$ cat config.mk
export PLATFORM = sky130hd
export DESIGN_NAME = heap_pq_ctrl_flat
export DESIGN_NICKNAME = d
export VERILOG_FILES = /design/src/rtl/heap_pq_ctrl_if.sv /design/src/rtl/heap_pq_ctrl.sv /design/src/flat_wrapper.sv
export SDC_FILE = /design/constraint.sdc
export NUM_CORES = 1
export LEC_CHECK = 0
export ABC_AREA = 1
export BUFFER_PORTS_ARGS = -buffer_cell sky130_fd_sc_hd__buf_2
export CAP_MARGIN = 40
export CORE_MARGIN = 2
export CORE_UTILIZATION = 50
export CTS_BUF_LIST = sky130_fd_sc_hd__clkbuf_16
export DETAILED_ROUTE_END_ITERATION = 10
export PLACE_DENSITY = 0.84
export SLEW_MARGIN = 25
export SYNTH_ARGS = -nofsm -noshare
export SYNTH_HDL_FRONTEND = slang
export SYNTH_SLANG_ARGS = --single-unit
$ cat constraint.sdc
create_clock -name clk -period 4.57 [get_ports clk]
set_clock_uncertainty 0.2 [all_clocks]
set_input_delay 0.6855 -clock clk [delete_from_list [all_inputs] [get_ports clk]]
set_output_delay 0.6855 -clock clk [all_outputs]
set_load 0.02 [all_outputs]
$ cat src/rtl/heap_pq_ctrl_if.sv
// heap_pq_ctrl_if: request/response and RAM bus of the heap priority queue.
//   slave  : seen by the heap controller (takes enq/deq/kvi and mem_rd,
//            drives kvo/full/empty/busy and the RAM address/write signals)
//   master : seen by the client plus RAM side (the mirror image)
interface heap_pq_ctrl_if #(
  parameter int KEY_W       = 8,
  parameter int VAL_W       = 8,
  parameter int PQ_CAPACITY = 15
);
  localparam int W  = KEY_W + VAL_W;
  localparam int AW = $clog2(PQ_CAPACITY + 1);

  logic          enq;
  logic          deq;
  logic [W-1:0]  kvi;
  logic [W-1:0]  kvo;
  logic          full;
  logic          empty;
  logic          busy;
  logic [AW-1:0] mem_ra;
  logic [W-1:0]  mem_rd;
  logic          mem_we;
  logic [AW-1:0] mem_wa;
  logic [W-1:0]  mem_wd;

  modport slave (
    input  enq, deq, kvi, mem_rd,
    output kvo, full, empty, busy, mem_ra, mem_we, mem_wa, mem_wd
  );

  modport master (
    output enq, deq, kvi, mem_rd,
    input  kvo, full, empty, busy, mem_ra, mem_we, mem_wa, mem_wd
  );
endinterface

$ cat src/rtl/heap_pq_ctrl.sv
// heap_pq_ctrl: sequencer for a binary min-heap kept in an external RAM with
// one synchronous read port (data one cycle after mem_ra) and one write port.
// The root entry is mirrored in a register so kvo is always current when idle.
// Ports:
//   clk, rst    : clock, asynchronous active-high reset
//   bus (slave) : enq/deq/kvi requests, kvo/full/empty/busy status,
//                 mem_ra/mem_rd read port, mem_we/mem_wa/mem_wd write port
module heap_pq_ctrl #(
  parameter int KEY_W       = 8,
  parameter int VAL_W       = 8,
  parameter int PQ_CAPACITY = 15
) (
  input  logic           clk,
  input  logic           rst,
  heap_pq_ctrl_if.slave  bus
);
  localparam int W  = KEY_W + VAL_W;
  localparam int AW = $clog2(PQ_CAPACITY + 1);
  localparam logic [AW-1:0] ROOT = AW'(1);
  localparam logic [AW-1:0] CAP  = AW'(PQ_CAPACITY);

  typedef logic [W-1:0] entry_t;
  typedef enum logic [2:0] {
    IDLE, UP_RD, UP_CMP, UP_FIN, DN_LOAD, DN_RDL, DN_RDR, DN_CMP
  } state_t;

  function automatic logic [KEY_W-1:0] key_of(input entry_t e);
    return e[W-1 -: KEY_W];
  endfunction

  state_t        state_q, state_d;
  logic [AW-1:0] count_q, count_d;
  logic [AW-1:0] cur_q, cur_d;
  entry_t        item_q, item_d;
  entry_t        left_q, left_d;
  logic          has_r_q, has_r_d;
  entry_t        kvo_q;

  logic          we_c;
  logic [AW-1:0] wa_c, ra_c;
  entry_t        wd_c;

  // Child indices need one extra bit so 2*cur+1 never wraps.
  logic [AW:0]   c2, c2p1;
  logic          take_r;
  entry_t        child;
  logic [AW-1:0] child_idx;

  assign c2        = {cur_q, 1'b0};
  assign c2p1      = {cur_q, 1'b1};
  assign take_r    = has_r_q && (key_of(bus.mem_rd) < key_of(left_q));
  assign child     = take_r ? bus.mem_rd : left_q;
  assign child_idx = take_r ? c2p1[AW-1:0] : c2[AW-1:0];

  always_comb begin
    state_d = state_q;
    count_d = count_q;
    cur_d   = cur_q;
    item_d  = item_q;
    left_d  = left_q;
    has_r_d = has_r_q;
    we_c    = 1'b0;
    wa_c    = '0;
    wd_c    = '0;
    ra_c    = '0;
    unique case (state_q)
      IDLE: begin
        if (bus.enq && bus.deq && count_q != '0) begin
          // Replace: new entry takes the root slot and sinks.
          item_d  = bus.kvi;
          cur_d   = ROOT;
          state_d = DN_RDL;
        end else if (bus.enq && count_q != CAP) begin
          item_d  = bus.kvi;
          cur_d   = count_q + 1'b1;
          count_d = count_q + 1'b1;
          if (count_q == '0) begin
            we_c = 1'b1;
            wa_c = ROOT;
            wd_c = bus.kvi;
          end else begin
            state_d = UP_RD;
          end
        end else if (bus.deq && count_q != '0) begin
          count_d = count_q - 1'b1;
          if (count_q != ROOT) begin
            // Fetch the last entry; it becomes the item sifted from the root.
            ra_c    = count_q;
            state_d = DN_LOAD;
          end
        end
      end
      UP_RD: begin
        ra_c    = cur_q >> 1;
        state_d = UP_CMP;
      end
      UP_CMP: begin
        we_c = 1'b1;
        wa_c = cur_q;
        if (key_of(item_q) < key_of(bus.mem_rd)) begin
          wd_c    = bus.mem_rd;
          cur_d   = cur_q >> 1;
          state_d = ((cur_q >> 1) == ROOT) ? UP_FIN : UP_RD;
        end else begin
          wd_c    = item_q;
          state_d = IDLE;
        end
      end
      UP_FIN: begin
        we_c    = 1'b1;
        wa_c    = ROOT;
        wd_c    = item_q;
        state_d = IDLE;
      end
      DN_LOAD: begin
        item_d  = bus.mem_rd;
        cur_d   = ROOT;
        state_d = DN_RDL;
      end
      DN_RDL: begin
        if (c2 > {1'b0, count_q}) begin
          we_c    = 1'b1;
          wa_c    = cur_q;
          wd_c    = item_q;
          state_d = IDLE;
        end else begin
          ra_c    = c2[AW-1:0];
          state_d = DN_RDR;
        end
      end
      DN_RDR: begin
        left_d  = bus.mem_rd;
        has_r_d = (c2p1 <= {1'b0, count_q});
        if (c2p1 <= {1'b0, count_q}) ra_c = c2p1[AW-1:0];
        state_d = DN_CMP;
      end
      DN_CMP: begin
        we_c = 1'b1;
        wa_c = cur_q;
        if (key_of(child) < key_of(item_q)) begin
          wd_c    = child;
          cur_d   = child_idx;
          state_d = DN_RDL;
        end else begin
          wd_c    = item_q;
          state_d = IDLE;
        end
      end
      default: state_d = IDLE;
    endcase
  end

  always_ff @(posedge clk or posedge rst) begin
    if (rst) begin
      state_q <= IDLE;
      count_q <= '0;
      cur_q   <= '0;
      item_q  <= '0;
      left_q  <= '0;
      has_r_q <= 1'b0;
      kvo_q   <= '0;
    end else begin
      state_q <= state_d;
      count_q <= count_d;
      cur_q   <= cur_d;
      item_q  <= item_d;
      left_q  <= left_d;
      has_r_q <= has_r_d;
      // Root mirror tracks every write to address 1.
      if (we_c && wa_c == ROOT) kvo_q <= wd_c;
    end
  end

  assign bus.kvo    = kvo_q;
  assign bus.full   = (count_q == CAP);
  assign bus.empty  = (count_q == '0);
  assign bus.busy   = (state_q != IDLE);
  assign bus.mem_ra = ra_c;
  // An enq arriving while reset is held must not reach the RAM.
  assign bus.mem_we = we_c & ~rst;
  assign bus.mem_wa = wa_c;
  assign bus.mem_wd = wd_c;
endmodule

$ cat src/flat_wrapper.sv
// flat-port wrapper written by rule: the top's interface ports become plain ports
module heap_pq_ctrl_flat 
#(
  parameter int KEY_W       = 8,
  parameter int VAL_W       = 8,
  parameter int PQ_CAPACITY = 15
)
  (clk, rst, bus_enq, bus_deq, bus_kvi, bus_mem_rd, bus_kvo, bus_full, bus_empty, bus_busy, bus_mem_ra, bus_mem_we, bus_mem_wa, bus_mem_wd);
  heap_pq_ctrl_if #(.KEY_W(KEY_W), .VAL_W(VAL_W), .PQ_CAPACITY(PQ_CAPACITY)) bus_i ();
  input  logic clk;
  input  logic rst;
  input wire logic [$bits(bus_i.enq)-1:0] bus_enq;
  input wire logic [$bits(bus_i.deq)-1:0] bus_deq;
  input wire logic [$bits(bus_i.kvi)-1:0] bus_kvi;
  input wire logic [$bits(bus_i.mem_rd)-1:0] bus_mem_rd;
  output wire logic [$bits(bus_i.kvo)-1:0] bus_kvo;
  output wire logic [$bits(bus_i.full)-1:0] bus_full;
  output wire logic [$bits(bus_i.empty)-1:0] bus_empty;
  output wire logic [$bits(bus_i.busy)-1:0] bus_busy;
  output wire logic [$bits(bus_i.mem_ra)-1:0] bus_mem_ra;
  output wire logic [$bits(bus_i.mem_we)-1:0] bus_mem_we;
  output wire logic [$bits(bus_i.mem_wa)-1:0] bus_mem_wa;
  output wire logic [$bits(bus_i.mem_wd)-1:0] bus_mem_wd;
  assign bus_i.enq = bus_enq;
  assign bus_i.deq = bus_deq;
  assign bus_i.kvi = bus_kvi;
  assign bus_i.mem_rd = bus_mem_rd;
  assign bus_kvo = bus_i.kvo;
  assign bus_full = bus_i.full;
  assign bus_empty = bus_i.empty;
  assign bus_busy = bus_i.busy;
  assign bus_mem_ra = bus_i.mem_ra;
  assign bus_mem_we = bus_i.mem_we;
  assign bus_mem_wa = bus_i.mem_wa;
  assign bus_mem_wd = bus_i.mem_wd;
  heap_pq_ctrl #(.KEY_W(KEY_W), .VAL_W(VAL_W), .PQ_CAPACITY(PQ_CAPACITY)) u_core (.clk(clk), .rst(rst), .bus(bus_i));
endmodule
* Word-level counts from Yosys, hierarchy flattened
Cells that the tools add are included.
Storage, ports and cells: register bits after elaboration 60, logic and storage cells 100, bits of input ports 36, output and inout bits 44
Operators by class: $add $sub $neg 2, equality and inequality tests 18, reductions and logical operators 19, multiplexer cells 46, magnitude comparators 5, bitwise operators 3
Operator list (number):
- 16-bit two-way mux | 9
- 16-bit one-hot mux with 5 select lines | 1
- 4-bit two-way mux | 15
- 4-bit one-hot mux with 4 select lines | 3
- 16-bit one-hot mux with 2 select lines | 1
- 8-bit less-than comparator | 3
- 3-bit two-way mux | 8
- 3-bit one-hot mux with 8 select lines | 1
- 3-bit == test, second input constant | 4
- 4-bit by 1-bit inequality test with 1-bit output, second input constant | 3
- 4-bit nonzero test | 2
- 3-bit by 1-bit == test with 1-bit output, second input constant | 2
- 3-bit by 2-bit == test with 1-bit output, second input constant | 2
- 1-bit logical AND | 6
- 1-bit two-way mux | 6
- 3-bit AND reduction | 2
- 5-bit by 4-bit greater-than comparator with 1-bit output | 1
- 5-bit by 4-bit <= comparator with 1-bit output | 1
- 4-bit by 1-bit adder with 4-bit output, second input constant | 1
- 4-bit by 1-bit == test with 1-bit output, second input constant | 1
- 4-bit == test, second input constant | 1
- 4-bit logical NOT | 1
- 2-bit by 1-bit inequality test with 1-bit output, second input constant | 2
- 4-bit by 3-bit inequality test with 1-bit output, second input constant | 1
- other kinds (14) | 16

* Depth between registers and ports, before layout
Gate-level depths: netlist (run 1).
depth in word-level cells 7, gate-level depth with buffers 24, depth with buffers taken out 23

* Worst setup path before layout (run 1)
No wires, ideal clock.
path kind input to output, start input bus_mem_rd[15], end output bus_mem_wd[0], path buffers 2, stages 17, data required time 3.684 ns, setup slack 0.146 ns, arrival 3.538 ns, cells stage by stage ha_1 > nand2_1 > nand2_1 > nor2_1 > and3_1 > nand2_1 > clkbuf_1 > o21ai_0 > ha_1 > a21oi_1 > nor2_1 > a211oi_1 > clkbuf_1 > nand4_1 > nand2_1 > inv_1 > nand2_1
On the way: cells in the longest elaborated chain, start to end 6, elaborated cells on any way between the ends 8, those cells by class 3 x order compare; 4 x mux; 1 x reduce/logical
Ends and longest elaborated chain:
- from (decl) | RTL line flat_wrapper.sv:15 | input wire logic [$bits(bus_i.mem_rd)-1:0] bus_mem_rd;
- 8-bit less-than comparator | RTL line heap_pq_ctrl.sv:51 | assign take_r = has_r_q && (key_of(bus.mem_rd) < key_of(left_q));
- 1-bit logical AND | RTL line heap_pq_ctrl.sv:51
- 16-bit two-way mux | RTL line heap_pq_ctrl.sv:52 | assign child = take_r ? bus.mem_rd : left_q;
- 8-bit less-than comparator | RTL line heap_pq_ctrl.sv:140 | if (key_of(child) < key_of(item_q)) begin
- 16-bit two-way mux | RTL line heap_pq_ctrl.sv:140
- 16-bit one-hot mux with 5 select lines (*) | RTL line heap_pq_ctrl.sv:66 | unique case (state_q)
- to (decl) | RTL line flat_wrapper.sv:23 | output wire logic [$bits(bus_i.mem_wd)-1:0] bus_mem_wd;
Mark *: on every way between the ends. The rest lies on a longest branch, timed or not.

* Final worst setup path (run 1)
start input bus_mem_rd[15], end output bus_mem_wd[14]
The elaborated chain is that of the path after synthesis.

==> run_results.csv, run 1 <==
group,metric,value,unit
outcome,status,"completed",
drt,drc,0,
finish,area_growth,20.5,%
grt,overflow,0,
sta,post-route-min-period,4330,ps
power_and_ir_drop,vdd_drop_max,0.324,mV
placed_design,hpwlAfterDp,9.24,mm
sta,setup_violations,0,
drt,drt-total-wl,12.5,mm
finish,drive_above_1_share,0.183,
drt,vias,4670,
sta,maxSlewHeadroom,0.433,
cts,ctsHtreeMaxLevel,3,
setup_path,path_cells,"buf_2 > ha_1 > nand2_1 > nand2_1 > nor2_1 > and3_1 > nand2_2 > buf_4 > nand2_1 > o21ai_2 > ha_1 > nand2_1 > nand2_1 > nand2_1 > nand2_1 > nand2_2 > buf_4 > nand4_1 > nand2_1 > inv_1 > nand2_1 > buf_2",
cts,root_buffer,"clkbuf_16",
yosys,synthCells,634,
placed_design,portBuffers,79,
yosys,yosysWarnings,0,
cts,path_clk_slew,60,ps
setup_path,arrival,3440,ps
yosys,synth_edf_count,0,
die,die_x,97.2,um
setup_path,slowest_stage,"ha_1",
setup_path,cp-start-kind,"primary input",
cts,cts_tree,"yes",
drt,dr.pass1.iters,6,
finish,n_fill_cell,729,
yosys,synth_seq_area_share,0.346,
cts,numCtsBuffers,9,
grt,first_global_vias,4323,
sta,slew_viol_final,0,
drt,vias_per_cell,5.65,
drt,wire_per_inst,15.1,um
power_and_ir_drop,internal-power,2.03,mW
power_and_ir_drop,p_sw,2.09,mW
sta,finalSetupTns,0,ps
setup_path,path_class,"primary input to primary output",
sta,hold_violations,0,
yosys,synthArstFlopShare,1.00,
sta,period_share,0.946,
die,start_util,0.523,
setup_path,cp.required,3680,ps
placed_design,gp_congestion,0.893,
yosys,yosysUniqueCellTypes,37,
setup_path,cp_max_fo,17,
placed_design,placed_area,4870,um2
grt,grt_max_degree,33,
grt,groute.usage.overall,0.267,
setup_path,slowest_delay,340,ps
finish,nNetsFinal,780,
yosys,syn_nets,698,
setup_path,critical_path.most_common_cell,"nand2_1",
yosys,synth-seq-cells,60,
die,row_count,33,
finish,stdcell_area,5230,um2
setup_path,cp_top_family,"simple AND/OR/NAND/NOR gates",
yosys,syn_area,4340,um2
sta,max_freq,231,MHz
sta,rsz0062_at_grt,"false",
setup_path,cp-end-kind,"primary output",
cts,clk_path_buf_depth,2,
grt,antenna_found_initial,0,
yosys,ys.flop_type,"dfrtp_1",
power_and_ir_drop,netSwitchingFraction,0.507,
cts,postCtsHoldBufs,0,
cts,clk_latency,330,ps
cts,post_cts_buffers,0,
sta,tightest_slew,847,ps
finish,antennaDiodeCount,0,
grt,grt_pass1_wl,20.6,mm
die,core,8300,um2
power_and_ir_drop,total_leakage_power,2.88,nW
die,die_h,97.2,um
die,die-area,9440,um2
cts,clock_sinks,60,
power_and_ir_drop,clock_power_share,0.181,
power_and_ir_drop,pwr-share-comb,0.583,
power_and_ir_drop,powerDensity,786,nW/um2
finish,final_core_util,0.631,
power_and_ir_drop,power_frac_seq,0.236,
die,io-pin-count,80,
yosys,avgSynthCellArea,6.85,um2
drt,drt-initial-drc-count,360,
flow_run,maxCapViolCount,0,
min_path,hold_path_class,"primary input to asynchronous set/reset pin",
setup_path,worst-path-buf-inv,5,
drt,detail-route-antenna-nets,0,
routing by layer:
metal,part of all wire,global-route usage
met5,0,0
met4,0.025,0.116
met3,0.11,0.0597
met2,0.45,0.411
met1,0.42,0.363
power by group through the flow:
stage	clock, mW	combinational [mW]	sequential [mW]
after floorplan	0	1.64	0.945
after global placement	0	2.20	0.960
after detailed placement	0	2.31	0.964
after CTS	0.751	2.33	0.959
after global routing	0.783	2.66	0.994
final	0.744	2.40	0.969
timing repair:
item                                    4_1_cts  5_1_grt
gates resized for setup                       1        8
endpoints found under the setup margin        1       16
gates cloned                                  0        0
logic make-up after synthesis:
logic type               count (synthesis)  share of synthesized area
AND/OR/NAND/NOR                        300                      0.297
buffers and inverters                  123                      0.110
AO/OA/AOI/OAI                          118                      0.157
flip-flops                              60                      0.346
adder cells (fa/ha/maj)                 28                     0.0807
XOR/XNOR                                 5                     0.0101
final cells by class:
class	instances	area [um2]	area share
Timing Repair Buffer	90	498	0.0951
Inverter	104	390	0.0746
Multi-Input combinational cell	451	2390	0.456
Clock inverter	7	98.8	0.0189
Clock buffer	9	225	0.0430
Sequential cell	60	1500	0.287
Tap cell	105	131	0.0251
sequential cells by signal, summed over array words and instances, names as in the netlist:
| register | count |
|---|---|
| u_core.count_q | 4 |
| u_core.bus.kvo | 16 |
| u_core.cur_q | 4 |
| u_core.state_q | 3 |
| u_core.item_q | 16 |
| u_core.has_r_q | 1 |
| u_core.left_q | 16 |
metrics by stage:
| stage | std cells | worst slack (ps) | power [mW] | hold WS (ps) |
|---|---|---|---|---|
| final | 826 | 245 | 4.11 | 80.4 |
| after global routing | 826 | 4.25 | 4.43 | 87.2 |
| after CTS | 824 | 82.0 | 4.04 | 82.1 |
| after detailed placement | 808 | 58.7 | 3.27 | 261 |
| after global placement | 807 | 293 | 3.16 | 259 |
| after floorplan | 634 | 146 | 2.58 | 250 |
path summary, 6_finish.rpt:
check	startpoint	end	slack, ps	depth (start not counted)
worst max register to register	u_core.left_q[15]	u_core.bus.kvo[12]	1210	23
min in group clk	u_core.bus.kvo[10]	u_core.bus.kvo[10]	270	2
max in group asynchronous	rst	u_core.item_q[11]	3520	3
worst min-delay path	rst	u_core.count_q[1]	80	2
worst max-delay path	bus_mem_rd[15]	bus_mem_wd[14]	240	22
worst min register to register	u_core.bus.kvo[10]	u_core.bus.kvo[10]	270	2
synth_stat cells (2+ instances only):
cell      count  share of area
nand2_1     215           0.19
inv_1        95          0.082
o21ai_0      70          0.081
dfrtp_1      60           0.35
nor2_1       31          0.027
ha_1         28          0.081
nand4_1      21          0.030
nand3_1      17          0.020
clkbuf_1     13          0.011
a21oi_1      11          0.013
o211ai_1     11          0.019
a22oi_1       7          0.012
a31oi_1       7          0.010
inv_2         7         0.0061
buf_2         5         0.0058
nand2_2       4         0.0058
o22ai_1       4         0.0058
xor2_1        4         0.0081
nor3_1        3         0.0035
clkinv_1      2         0.0017
nor3_2        2         0.0046
o221ai_1      2         0.0040
layout by cell type, fill, tap and decap left out, types with 8 or more instances in the layout:
cell type  count
a21oi_1       11
buf_2         79
buf_4          9
clkbuf_16      9
dfrtp_1       60
ha_1          28
inv_1         94
inv_2          8
nand2_1      214
nand3_1       16
nand4_1       21
nor2_1        31
o211ai_1      11
o21ai_0       65
worst reg2reg max path, cell delays in order (launching register included):
cell and delay, ps:
dfrtp_1 370, inv_1 80, ha_1 320, nand2_1 80, nand2_1 50, nor2_1 70
and3_1 180, nand2_2 150, buf_4 230, nand2_1 90, o21ai_2 70, ha_1 300
nand2_1 80, nand2_1 50, nand2_1 50, nand2_1 60, nand2_2 60, nand2_1 60
nand2_2 140, nand3_4 160, nand2_1 100, nand2_1 80, nand2_1 120, nand2_1 70
Note: power is estimated with default switching activity, not from simulation.
==> run 2, diff against run 1 <==
- ABC_AREA: 1 -> 0
- GPL_TIMING_DRIVEN: not set -> 0
- PLACE_DENSITY: 0.84 -> 0.83
==> run 2 against run 1 <==
  * The flow now finishes with violations (setup timing)
  * Count of clock-buffer cells in the layout is the same
  * Critical endpoint is now bus_mem_wd[7]
  * Highest routed layer unchanged
  * Combinational power is 95% higher
  * Flip-flop and latch count did not move
  * Critical path depth decreased by 5
==> run_results.csv, run 2 <==
group,metric,value,unit
yosys,ys_top_cells_by_count,"dfrtp_1, a21oi_1, inv_1",
grt,grt_max_degree,43,
finish,mostFrequentLayoutCells,"buf_2, dfrtp_1, buf_4, a21oi_1, inv_1",
outcome,violations,"setup timing",
yosys,synth_area_leaders,"dfrtp_1, ha_1, mux2i_1",
cts,clk_latency,340,ps
yosys,netlist.area_leader.share,0.322,
drt,vias_per_cell,7.16,
sta,holdWs,101,ps
power_and_ir_drop,vdd_drop_max,0.494,mV
yosys,avgSynthCellArea,9.01,um2
cts,path_clk_slew,50,ps
placed_design,portBuffers,78,
finish,antennaDiodeCount,0,
die,die-area,10100,um2
die,io-pin-count,80,
yosys,synth_compound_area_frac,0.294,
cts,cts_tree,"yes",
placed_design,hpwlAfterDp,11.7,mm
placed_design,gp_congestion,0.978,
cts,clk_path_buf_depth,2,
min_path,hold_path_class,"primary input to asynchronous set/reset pin",
outcome,status,"finished, violations left",
setup_path,cp-end-kind,"primary output",
yosys,synthCells,518,
cts,numCtsBuffers,9,
drt,wire_per_inst,25.9,um
grt,overflow,0,
yosys,synthMostInstantiatedCell,"dfrtp_1",
die,start_util,0.510,
cts,root_buffer,"clkbuf_16",
drt,detail-route-antenna-nets,0,
finish,multiInputGateArea,3730,um2
sta,setup_violations,16,
drt,drc,0,
yosys,synth_edf_count,0,
grt,use_met3,0.0902,
drt,vias,5598,
yosys,synthMuxAreaShare,0.0847,
setup_path,rrSetupSlack,470,ps
placed_design,pre_cts_slack,-1010,ps
die,die_x,101,um
finish,area_growth,51.6,%
sta,finalWorstSetupSlack,-421,ps
sta,maxSlewHeadroom,0.343,
power_and_ir_drop,total_leakage_power,3.17,nW
sta,hold_violations,0,
finish,seqCellArea,1500,um2
setup_path,reg2reg_to,"u_core.bus.kvo[3]",
setup_path,slowest_delay,320,ps
sta,period_share,1.09,
power_and_ir_drop,powerDensity,903,nW/um2
setup_path,r2r_cells,17,
drt,drt-initial-drc-count,728,
yosys,synth-seq-cells,60,
grt,grt_pass1_wl,29.5,mm
grt,grtUsageMet1,0.464,
yosys,yosysUniqueCellTypes,65,
grt,groute.usage.overall,0.380,
die,die_h,101,um
sta,slew_viol_final,0,
flow_run,maxCapViolCount,0,
yosys,ys.flop_type,"dfrtp_1",
finish,final_cells,782,
yosys,yosysWarnings,0,
sta,tightest_slew,986,ps
yosys,synth_xor_area_frac,0.00939,
grt,use_met2,0.614,
placed_design,placed_cells,710,
setup_path,worst-path-buf-inv,5,
die,row_count,35,
setup_path,cp-start-kind,"primary input",
sta,post-route-min-period,4990,ps
setup_path,path_cells,"buf_2 > ha_4 > and3_4 > nand2_4 > o21ai_4 > buf_12 > mux2i_4 > ha_4 > a211o_1 > buf_6 > a311oi_4 > o211ai_1 > o21ai_4 > buf_12 > a31oi_4 > nand3_2 > buf_6",
yosys,synth_top_area_cell,"dfrtp_1",
grt,first_global_vias,5555,
finish,drive_above_1_share,0.431,
drt,dr.pass1.iters,6,
setup_path,cp_max_fo,7,
cts,ctsHtreeMaxLevel,3,
setup_path,reg2reg_from,"u_core.left_q[11]",
setup_path,cp.required,3680,ps
setup_path,arrival,4110,ps
die,core,9150,um2
drt,drt-total-wl,20.3,mm
grt,antenna_found_initial,0,
setup_path,path_class,"primary input to primary output",
grt,grt_busiest_layer,"met2",
cts,clock_sinks,60,
finish,layout_commonest_cell,"buf_2",
sta,rsz0062_at_grt,"true",
setup_path,slowest_stage,"a311oi_4",
yosys,synth_top_family_by_area,"compound AO/OA/AOI/OAI gates",
yosys,syn_area,4670,um2
yosys,synthSimpleGateAreaFrac,0.148,
finish,nNetsFinal,731,
power_and_ir_drop,report.power.total,6.39,mW
yosys,syn_nets,582,
cts,postCtsHoldBufs,0,
sta,max_freq,200,MHz
setup_path,cp_top_family,"compound AO/OA/AOI/OAI gates",
yosys,synth_fa_ha_area_frac,0.0772,
finish,n_fill_cell,541,
yosys,synth_seq_area_share,0.322,
yosys,synthArstFlopShare,1.00,
==> run 2: changes by cell type after synthesis, moves of 12 or more <==
cell,previous run,this run
inv_1,95,39
nand4_1,21,3
o21ai_0,70,21
mux2_2,0,12
nand2_1,215,33
mux2i_1,0,26
o41ai_1,0,16
a21oi_1,11,46
==> run 2: routing by layer <==
metal | share of wire | routed length [um]
met1 | 0.36 | 7320
met2 | 0.47 | 9600
met3 | 0.10 | 2060
met4 | 0.064 | 1300
met5 | 0 | 0
==> run 2: worst max-delay path by stage <==
stage,start,to,slack (ps),cells past startpoint
3_3_place_gp,bus_mem_rd[11],bus_mem_wd[2],-1000,15
2_1_floorplan,bus_mem_rd[11],bus_mem_wd[2],6,15
6_report,bus_mem_rd[13],bus_mem_wd[7],-420,17
3_5_place_dp,bus_mem_rd[11],bus_mem_wd[3],-1010,15
4_1_cts,bus_mem_rd[10],bus_mem_wd[9],-310,17
5_1_grt,bus_mem_rd[11],bus_mem_wd[0],-480,17
==> run 2: metrics by stage <==
step	utilization	TNS [ps]	instance area (um2)
2_1_floorplan	-	0	5070
3_3_place_gp	0.611	-18820	5600
3_5_place_dp	0.617	-18530	5650
4_1_cts	0.745	-4230	6820
5_1_grt	0.773	-6980	7080
6_report	0.773	-6160	7080
==> run 2: cell families (layout without fill, tap and decap cells) <==
family / count (synthesis) / after routing
AOI/OAI and AO/OA: 181 / 181
xor gates and xnor gates: 5 / 5
adders and majority gates: 29 / 29
buffers and inverters: 72 / 225
DFF: 60 / 60
muxes: 38 / 38
and+or+nand+nor: 133 / 133
==> run 2: final cells by class <==
cell class | instances | share of cell area
inverter | 39 | 0.0210
timing repair buffer | 138 | 0.151
multi-input combinational | 386 | 0.527
tap | 111 | 0.0196
clock inverter | 6 | 0.00460
sequential | 60 | 0.212
clock buffer | 9 | 0.0318
buffer | 33 | 0.0332
==> run 2: repair_timing <==
item / in CTS / in global routing
gates resized for setup: 83 / 36
setup buffers: 44 / 8
pin swaps: 41 / 28
endpoints found under the hold margin: 0 / 0
setup endpoints to repair: 19 / 16
cloned: 2 / 0
==> run 2: report_power, final <==
| group | switching (mW) | total, mW | internal [mW] |
|---|---|---|---|
| combinational | 2.70 | 4.67 | 1.97 |
| clock | 0.259 | 0.616 | 0.358 |
| sequential | 0.296 | 1.11 | 0.810 |
| total | 3.25 | 6.39 | 3.14 |
==> run 3, diff against run 2 <==
- CORE_UTILIZATION: 50 -> 44
- PLACE_DENSITY: 0.83 -> 0.76
==> run 3 against run 2 <==
  * The run still ends with setup timing left
  * Setup slack got worse by 16 ps
  * Power is 3.0% higher
  * Via count increased by 1.6%
  * First-iteration DRC count fell by 27%
==> run_results.csv, run 3 (synthesis gave the netlist of run 2 again) <==
group,metric,value,unit
drt,vias_per_cell,6.95,
placed_design,placed_area,5680,um2
setup_path,r2r_cells,17,
cts,path_clk_slew,60,ps
die,io-pin-count,80,
min_path,hold_path_class,"primary input to asynchronous set/reset pin",
die,die-area,11400,um2
drt,vias,5689,
setup_path,cp.required,3680,ps
cts,cts_tree,"yes",
sta,tightest_slew,1010,ps
setup_path,rrSetupSlack,320,ps
outcome,violations,"setup timing",
finish,antennaDiodeCount,0,
placed_design,hpwlAfterDp,12.2,mm
power_and_ir_drop,internal-power,3.25,mW
power_and_ir_drop,netSwitchingFraction,0.507,
sta,finalWorstSetupSlack,-437,ps
power_and_ir_drop,power_frac_seq,0.168,
setup_path,reg2reg_to,"u_core.cur_q[3]",
finish,drive_above_1_share,0.435,
cts,ctsHtreeMaxLevel,3,
sta,slew_viol_final,0,
setup_path,cp_max_fo,7,
cts,clk_path_buf_depth,2,
setup_path,timing.critical_path.to,"bus_mem_wd[2]",
setup_path,cp-start-kind,"primary input",
sta,hold_violations,0,
die,die_x,107,um
cts,clock_sinks,60,
finish,mostFrequentLayoutCells,"buf_2, buf_4, dfrtp_1, a21oi_1, inv_1",
sta,setup_violations,16,
outcome,status,"finished, violations left",
drt,wire_per_inst,25.4,um
finish,area_growth,55.5,%
drt,detail-route-antenna-nets,0,
sta,finalSetupTns,-5850,ps
finish,nNetsFinal,742,
cts,postCtsHoldBufs,0,
drt,drt-initial-drc-count,532,
grt,antenna_found_initial,0,
drt,dr.pass1.iters,6,
cts,root_buffer,"clkbuf_16",
power_and_ir_drop,clock_power_share,0.101,
power_and_ir_drop,report.power.total,6.59,mW
power_and_ir_drop,p_sw,3.34,mW
grt,grt_pass1_wl,29.5,mm
finish,n_fill_cell,679,
power_and_ir_drop,powerDensity,908,nW/um2
die,core,10300,um2
setup_path,arrival,4120,ps
sta,period_share,1.10,
sta,max_freq,200,MHz
finish,layout_commonest_cell,"buf_2",
flow_run,maxCapViolCount,0,
die,row_count,37,
grt,grt_max_degree,35,
sta,rsz0062_at_grt,"true",
setup_path,critPathLaunch,"bus_mem_rd[14]",
drt,drt-total-wl,20.8,mm
grt,overflow,0,
placed_design,portBuffers,78,
finish,stdcell_area,7250,um2
power_and_ir_drop,total_leakage_power,3.26,nW
drt,drc,0,
grt,groute.usage.overall,0.338,
cts,clk_latency,340,ps
die,start_util,0.452,
setup_path,reg2reg_from,"u_core.left_q[11]",
power_and_ir_drop,pwr-share-comb,0.731,
power_and_ir_drop,vdd_drop_max,0.579,mV
die,die_h,107,um
placed_design,gp_congestion,0.917,
cts,numCtsBuffers,9,
grt,first_global_vias,5474,
sta,post-route-min-period,5010,ps
sta,maxSlewHeadroom,0.324,
setup_path,path_class,"primary input to primary output",
setup_path,cp-end-kind,"primary output",
==> run 3: cell types whose count changed in the layout (fill, tap and decap cells not counted), sizes merged <==
cell and change:
buf +10, bufbuf +1, clkinv -3, inv +4
==> run 3: final cells by class <==
class                      count  area, um2  area share
timing repair buffer         150       1200       0.165
tap                          136        170      0.0235
multi-input combinational    386       3740       0.515
clock buffer                   9        225      0.0310
sequential                    60       1500       0.207
inverter                      39        149      0.0205
buffer                        32        218      0.0300
clock inverter                 7       57.6     0.00793
==> run 3: worst min-delay path by stage <==
stage               cells after the start           start  slack (ps)                end
CTS                                     2             rst         140  u_core.bus.kvo[9]
detailed placement                      1  u_core.has_r_q         270     u_core.has_r_q
global placement                        1  u_core.has_r_q         260     u_core.has_r_q
floorplan                               1  u_core.has_r_q         240     u_core.has_r_q
global route                            2             rst         170   u_core.left_q[0]
finish                                  2             rst         130   u_core.left_q[0]
==> run 3: power by group through the flow <==
stage	clock network, mW	logic, mW	registers [mW]
detailed placement	0	3.32	1.05
floorplan	0	2.33	1.08
global placement	0	3.21	1.04
CTS	0.668	4.21	1.06
global route	0.681	5.02	1.12
finish	0.665	4.81	1.11
==> run 3: metrics by stage <==
stage,hold slack [ps],instances,util,setup WS (ps)
2_1_floorplan,242,518,-,5.76
3_3_place_gp,259,732,0.545,-965
3_5_place_dp,267,736,0.551,-1030
4_1_cts,138,804,0.670,-315
5_1_grt,169,819,0.703,-485
6_report,132,819,0.703,-437
==> run 3: worst max-delay path: stages <==
cell,delay [ps]
buf_4,140
ha_4,280
and3_4,200
nand2_4,60
o21ai_4,210
buf_12,160
buf_12,100
mux2i_4,250
ha_4,240
a21o_1,200
a31oi_2,250
nor2_2,90
a31o_4,280
clkbuf_16,190
o41ai_4,470
nand3_2,130
buf_6,150
==> run 3: repair_timing <==
| action | 4_1_cts | 5_1_grt |
|---|---|---|
| buffers inserted | 49 | 13 |
| endpoints found under the setup margin | 21 | 16 |
| resized for setup | 85 | 47 |
| pin swaps | 48 | 46 |
| cloned | 3 | 0 |
==> run 3: routing by layer <==
metal	global-route usage	routed length, um	vias up
li1	-	-	2298
met4	0.207	1890	0
met5	0	0	-
met3	0.0912	2190	204
met2	0.555	9500	530
met1	0.392	7220	2657
